[src/rtl/sprite_row_fetcher.sv]
// Sprite row fetcher: streams one sprite row from a registered-read ROM into a
// line buffer during horizontal blanking, then replays it against draw_x with
// colour-key transparency.
module sprite_row_fetcher #(
    parameter int unsigned SprW     = 64,
    parameter int unsigned SprH     = 64,
    parameter logic [23:0] KeyColor = 24'hFF00FF
) (
    input  logic        clk_i,
    input  logic        rst_i,
    input  logic        line_start_i,
    input  logic [9:0]  next_y_i,
    input  logic [9:0]  spr_x_i,
    input  logic [9:0]  spr_y_i,
    input  logic        spr_en_i,
    input  logic [9:0]  draw_x_i,
    output logic [18:0] rom_addr_o,
    input  logic [23:0] rom_data_i,
    output logic [23:0] pixel_out_o,
    output logic        pixel_valid_o,
    output logic        busy_o
);

    localparam int unsigned ColW = $clog2(SprW);

    typedef enum logic [1:0] {StIdle, StFetch, StDrain} state_e;

    state_e            state_q, state_d;
    logic [ColW-1:0]   col_q, col_d;
    logic [9:0]        row_lat_q, row_lat_d;
    logic [9:0]        x_lat_q, x_lat_d;
    logic              line_ok_q, line_ok_d;
    logic [18:0]       addr_hold_q;
    logic              wr_en_q;
    logic [ColW-1:0]   wr_col_q;
    logic [23:0]       pixel_out_q;
    logic              pixel_valid_q;
    logic [23:0]       line_buf_q [SprW];

    logic [9:0]        row;
    logic              row_ok;
    logic [18:0]       fetch_addr;
    logic [9:0]        dx;
    logic              hit;
    logic [23:0]       rd_pix;

    // Wrapped subtraction makes next_y < spr_y land far out of range.
    assign row        = next_y_i - spr_y_i;
    assign row_ok     = spr_en_i && (32'(row) < SprH);
    assign fetch_addr = 19'(row_lat_q) * 19'(SprW) + 19'(col_q);

    // Address is live while fetching and frozen at the last issued value otherwise.
    assign rom_addr_o = (state_q == StFetch) ? fetch_addr : addr_hold_q;
    assign busy_o     = (state_q != StIdle);

    assign dx     = draw_x_i - x_lat_q;
    assign hit    = line_ok_q && (32'(dx) < SprW);
    assign rd_pix = line_buf_q[dx[ColW-1:0]];

    assign pixel_out_o   = pixel_out_q;
    assign pixel_valid_o = pixel_valid_q;

    // Next-state logic; a line_start pulse overrides whatever fetch is in flight.
    always_comb begin
        state_d   = state_q;
        col_d     = col_q;
        row_lat_d = row_lat_q;
        x_lat_d   = x_lat_q;
        line_ok_d = line_ok_q;
        if (line_start_i) begin
            x_lat_d   = spr_x_i;
            line_ok_d = 1'b0;
            if (row_ok) begin
                row_lat_d = row;
                col_d     = '0;
                state_d   = StFetch;
            end else begin
                state_d = StIdle;
            end
        end else begin
            unique case (state_q)
                StFetch: begin
                    col_d = col_q + ColW'(1);
                    if (col_q == ColW'(SprW - 1)) begin
                        state_d = StDrain;
                    end
                end
                StDrain: begin
                    line_ok_d = 1'b1;
                    state_d   = StIdle;
                end
                default: ;
            endcase
        end
    end

    // Control state, delayed write pipe and registered pixel output.
    always_ff @(posedge clk_i or posedge rst_i) begin
        if (rst_i) begin
            state_q       <= StIdle;
            col_q         <= '0;
            row_lat_q     <= '0;
            x_lat_q       <= '0;
            line_ok_q     <= 1'b0;
            addr_hold_q   <= '0;
            wr_en_q       <= 1'b0;
            wr_col_q      <= '0;
            pixel_out_q   <= '0;
            pixel_valid_q <= 1'b0;
        end else begin
            state_q       <= state_d;
            col_q         <= col_d;
            row_lat_q     <= row_lat_d;
            x_lat_q       <= x_lat_d;
            line_ok_q     <= line_ok_d;
            if (state_q == StFetch) begin
                addr_hold_q <= fetch_addr;
            end
            // ROM data for an address arrives one cycle later; track its column.
            wr_en_q       <= (state_q == StFetch);
            wr_col_q      <= col_q;
            pixel_out_q   <= rd_pix;
            pixel_valid_q <= hit && (rd_pix != KeyColor);
        end
    end

    // Line buffer storage; contents only matter once line_ok is set.
    always_ff @(posedge clk_i) begin
        if (wr_en_q) begin
            line_buf_q[wr_col_q] <= rom_data_i;
        end
    end

endmodule

[config.mk]
export PLATFORM = sky130hd
export DESIGN_NAME = sprite_row_fetcher
export DESIGN_NICKNAME = d
export VERILOG_FILES = /design/src/rtl/sprite_row_fetcher.sv
export SDC_FILE = /design/constraint.sdc
export NUM_CORES = 1
export LEC_CHECK = 0
export ABC_AREA = 1
export ABC_CLOCK_PERIOD_IN_PS = 11500
export CAP_MARGIN = 40
export CELL_PAD_IN_SITES_DETAIL_PLACEMENT = 2
export CELL_PAD_IN_SITES_GLOBAL_PLACEMENT = 2
export CORE_MARGIN = 1.5
export CORE_UTILIZATION = 24
export CTS_BUF_LIST = sky130_fd_sc_hd__clkbuf_4
export DETAILED_ROUTE_END_ITERATION = 8
export PLACE_DENSITY = 0.48
export SYNTH_ARGS = -nofsm -noshare
export SYNTH_HDL_FRONTEND = slang
export SYNTH_SLANG_ARGS = --single-unit
[constraint.sdc]
create_clock -name clk_i -period 11.5 [get_ports clk_i]
set_input_delay 1.725 -clock clk_i [delete_from_list [all_inputs] [get_ports clk_i]]
set_output_delay 1.725 -clock clk_i [all_outputs]
set_load 0.01 [all_outputs]
## Yosys cells after proc, flatten, opt, wreduce, memory -nomap -nowiden

Memory sizes are Yosys's and may differ from the RTL's.
Index checks and enable logic that the tools add are counted.

| operators by class | value |
|---|---|
| reductions and logical operators | 10 |
| mux-type cells | 12 |
| eq/ne operators | 6 |
| $lt $le $gt $ge | 2 |
| add/subtract/negate cells | 4 |

Operators by type and width:

| cell | count |
|---|---|
| != test 24 bit (second input constant) | 1 |
| < comparator 10 x 7 -> 1 bit (second input constant) | 2 |
| subtractor 10 bit | 2 |
| two-way mux 19 bit | 1 |
| two-way mux 6 bit | 3 |
| adder 16 x 6 -> 17 bit | 1 |
| adder 6 x 1 -> 6 bit (second input constant) | 1 |
| == test 6 bit (second input constant) | 1 |
| AND reduction 2 bit | 3 |
| nonzero test 2 bit | 3 |
| two-way mux 1 bit | 5 |
| two-way mux 2 bit | 2 |
| case mux 2 bit (2 select lines) | 1 |
| logical AND 1 bit | 3 |
| != test 3 bit (second input constant) | 1 |
| nonzero test 3 bit | 1 |
| == test 2 x 1 -> 1 bit (second input constant) | 1 |
| == test 2 bit (second input constant) | 1 |
| != test 2 x 1 -> 1 bit (second input constant) | 1 |

| storage, ports and cells | value |
|---|---|
| RAM bits | 1536 |
| register bits after elaboration | 80 |
| memories kept | 1 |
| output and inout bits | 45 |

Memory list:

| name | words | width | rd ports | clocked after Yosys merged registers in | wr ports | RTL line | text |
|---|---|---|---|---|---|---|---|
| line_buf_q | 64 | 24 | 1 | 0 | 1 | 38 | `logic [23:0] line_buf_q [SprW];` |

## Depth between registers and ports, before layout

| logic depth | value |
|---|---|
| word-level depth | 5 |
| gate-level depth with buffers | 21 |

## Worst setup path before layout

Ideal clock, no wire load.

| path | value |
|---|---|
| kind | input to register |
| from | in draw_x_i[0] |
| to | reg pixel_valid_q, in the netlist pixel_valid_o |
| data arrival time | 3.839 ns |
| setup slack | 7.548 ns |
| data required time | 11.387 ns |
| stages | 19 |
| buffers on the path | 3 |
| cell sequence | inv_1 > ha_1 > fa_1 > buf_2 > buf_4 > clkbuf_1 > o211ai_1 > nand2_1 > nand2_1 > nand3_1 > nand3_1 > nand3_1 > nand2_1 > nor2_1 > nand2_1 > nor2_1 > nand3_1 > nand2_1 > inv_1 |

| on the way | value |
|---|---|
| cells in the longest elaborated chain, start to end | 4 |
| elaborated cells on any way between the ends | 6 |
| classes of those cells | add/sub (1); order compare (1); eq/ne (1); reduce/logical (2); memory (1) |

Ends and longest elaborated chain:

| element | RTL line | text |
|---|---|---|
| start, declared | 16 | `input logic [9:0] draw_x_i,` |
| subtractor 10 bit (*) | 56 | `assign dx = draw_x_i - x_lat_q;` |
| memory read (64 x 24 bit) / < comparator 10 x 7 -> 1 bit (equally long branches) | -- |  |
| != test 24 bit / logical AND 1 bit (equally long branches) | 123, 57 |  |
| logical AND 1 bit (*) | 123 | `pixel_valid_q <= hit && (rd_pix != KeyColor);` |
| end signal, assigned | 123 |  |
| end, declared | 37 | `logic pixel_valid_q;` |

Every way passes the cells marked *; elsewhere a longest branch is shown, timed or not.
A chain may end at the register's enable or synchronous reset.

## Worst setup path after layout

Ends and elaborated chain as after synthesis.

==> impl_metrics.py <==
metrics = {
    "critical_path": {
        "critPathKind": "primary input to flip-flop",
        "crit_path_start_kind": "primary input",
        "cpPeakStageDelay_ps": 860,
        "cp_max_fo": 68,
        "worst-path-buf-inv": 6,
        "cp_top_family": "buffers and inverters",
        "critPathCaptureType": "flip-flop",
        "cp_slowest_cell": "fa_4",
        "crit_chain": "clkdlybuf4s50_1 > inv_1 > ha_1 > fa_4 > inv_8 > buf_4 > buf_4 > nand3_1 > nand2_1 > nand2_1 > nand3_1 > nand3_1 > nand3_1 > nand2_1 > nor2_1 > nand2_1 > nor2_1 > nand3_1 > nand2_1 > inv_1",
        "arrival_ps": 7030,
        "cp.required_ps": 12690,
    },
    "clock_tree": {
        "root_buffer": "clkbuf_4",
        "ctsHoldBuffers": 0,
        "numCtsBuffers": 476,
        "post_cts_buffers": 0,
        "cts.repair.resized": 0,
        "h-tree-depth": 5,
        "path_clk_slew_ps": 60,
        "cts_tree": "yes",
        "clock_latency_ps": 1350,
        "clk_path_buf_depth": 4,
        "cts_num_sinks": 1616,
    },
    "floorplanning": {
        "design.core.area_sq_mm": 0.276,
        "start_util_pct": 24.1,
        "die_h_microns": 530,
        "rows": 193,
        "io_pins": 113,
        "die_area_sq_mm": 0.281,
        "fp.dieW_microns": 530,
    },
    "cells_and_area": {
        "fin_nets": 6304,
        "final_common_cell": "nand2_1",
        "utilization_pct": 28.6,
        "area_delta_synth_final_pct": 18.5,
        "layout_common_cells": "1736 x nand2_1, 1536 x edfxtp_1, 1247 x nand3_1",
        "fin_cells": 10277,
        "drive_gt1_share_pct": 16.2,
    },
    "sta": {
        "drv_slew": 0,
        "finalSetupViolations": 0,
        "final_hold_viol_count": 0,
        "fin_tns_setup_ps": 0,
        "min_period_ps": 5840,
        "rsz0062_at_grt": "false",
        "fin_crit_sh_pct": 50.8,
        "tightestPinTransition_ps": 950,
        "relSlewSlack_pct": 36.7,
        "timing.fmax_ghz": 0.171,
        "fin_skew_ps": 140,
    },
    "global_routing": {
        "grt.total_usage_pct": 18.6,
        "grt_max_degree": 165,
        "gr-total-overflow": 0,
        "grt_pass1_wl_mm": 376,
        "grt_pass1_vias": 51625,
        "antenna_found_initial": 14,
    },
    "yosys": {
        "yosysUniqueCellTypes": 33,
        "yosysWarnings": 0,
        "ys_seq_elements": 1616,
        "synthesis.area_sq_mm": 0.0667,
        "syn_nets": 5887,
        "yosysSeqAreaShare_pct": 72.2,
        "avgSynthCellArea_sq_um": 11.5,
        "syn-instance-count": 5797,
    },
    "detailed_routing": {
        "wl_mm": 263,
        "wl_per_cell_microns": 25.6,
        "drc": 0,
        "drt_iter0_drc": 2533,
        "dr.pass1.iters": 7,
        "vias": 47301,
        "ant_nets": 0,
        "routed_via_density": 4.60,
    },
    "power_and_ir_drop": {
        "pwr_density_cell_mw_per_mm2": 191,
        "p_leak_nw": 29.3,
        "clockPowerShare_pct": 36.7,
        "pwr-share-seq_pct": 44.4,
        "power.internal_mw": 10.2,
        "p_switching_mw": 4.90,
        "p_sw_share_pct": 32.5,
        "p_comb_share_pct": 18.8,
        "vdd_drop_max_mv": 0.0840,
    },
    "place": {
        "dp_hpwl_mm": 148,
        "globalplace.congestion": 0.738,
        "io_buffers": 112,
        "placedCellCount": 9441,
    },
    "status": {
        "outcome": "finished clean",
    },
    "run": {
        "cap_violations": 0,
    },
    "worst_hold_path": {
        "hp-class": "flip-flop to flip-flop",
    },
}
==> worst paths after layout <==
check                             from        endpoint  slack [ps]  cells after the start
max                        draw_x_i[0]   pixel_valid_o        5660                     20
min                           col_q[3]     wr_col_q[3]         380                      0
max reg2reg                 x_lat_q[0]   pixel_valid_o        6340                     18
min reg2reg                   col_q[3]     wr_col_q[3]         380                      0
max in group asynchronous        rst_i  pixel_out_o[5]        9330                      3
min in group asynchronous        rst_i      x_lat_q[4]         940                      2
==> cells by family (layout without fill, tap and decap cells) <==
kind of cell,Yosys count,in the layout,synth area share [%]
other,0,15,0
xor gates and xnor gates,13,13,0.171
adders and majority gates,22,22,0.435
DFF,1616,1616,72.2
and+or+nand+nor,3281,3281,21.1
AOI/OAI and AO/OA,176,176,1.42
buffers and inverters,689,1449,4.68
==> Yosys cell counts, drive strengths merged <==
library cell     n  area share, %
nor3             2          0.015
clkbuf          76           0.43
o31ai            1          0.011
fa               2          0.060
edfxtp        1536             69
or2             51           0.48
a21o             2          0.023
nor2           217            1.2
o311ai           1          0.013
buf            265            2.3
nand3b           3          0.034
inv            348            2.0
nand4           11           0.10
dfrtp           80            3.0
ha              20           0.38
nand3         1248            9.4
o211ai          19           0.21
xnor2            7          0.092
a21oi           23           0.18
a211oi           1          0.011
nor4             8          0.075
o21ai          129           0.97
xor2             6          0.079
nand2         1741            9.8
==> power by group through the flow <==
stage	Sequential, mW	Combinational [mW]	Clock, mW
5_1_grt	6.70	3.10	6.05
3_5_place_dp	6.82	2.93	0
2_1_floorplan	6.72	1.43	0
6_report	6.69	2.84	5.54
4_1_cts	6.70	2.94	5.78
3_3_place_gp	6.83	2.85	0
==> flip-flops by register name, summed over array words and instances (netlist names) <==
register	count
x_lat_q	10
addr_hold_q	19
pixel_valid_o	1
wr_en_q	1
wr_col_q	6
col_q	6
pixel_out_o	24
state_q	2
line_buf_q	1536
line_ok_q	1
row_lat_q	10
==> per-stage QoR <==
step	hold slack [ps]	total power, mW	setup slack [ps]	cell area, sq um
6_report	380	15.1	5660	79000
5_1_grt	401	15.8	5450	79000
4_1_cts	387	15.4	5680	79000
3_5_place_dp	373	9.75	4220	73000
3_3_place_gp	372	9.68	4200	72200
2_1_floorplan	354	8.15	7550	66700
==> per-layer routing <==
metal	share of wire, %	vias up	wire length, microns	global-route usage, %
met4	2.2	0	5770	4.54
li1	-	21126	-	-
met3	3.5	424	9200	2.65
met5	0	-	0	0
met2	49	947	128000	32.1
met1	46	24804	120000	24.5
==> final cells by class <==
cell class                 instances  area, sq um
timing repair buffer             280         2990
tap                             3705         4640
clock buffer                     719         5400
fill                           30052       197000
multi-input combinational       3492        15900
inverter                         348         1330
sequential                      1616        48100
antenna                           15         37.5
clock inverter                   102          558
==> worst register-to-register path: stages (launching register included) <==
cell     delay, ps
dfrtp_1        420
ha_1           230
fa_4           860
inv_8          570
buf_4          670
buf_4          620
nand3_1        160
nand2_1         90
nand2_1         50
nand3_1        100
nand3_1        350
nand3_1        190
nand2_1        100
nor2_1         240
nand2_1        100
nor2_1         160
nand3_1        120
nand2_1         80
inv_1           50
Power figures use the tool's default switching activity.
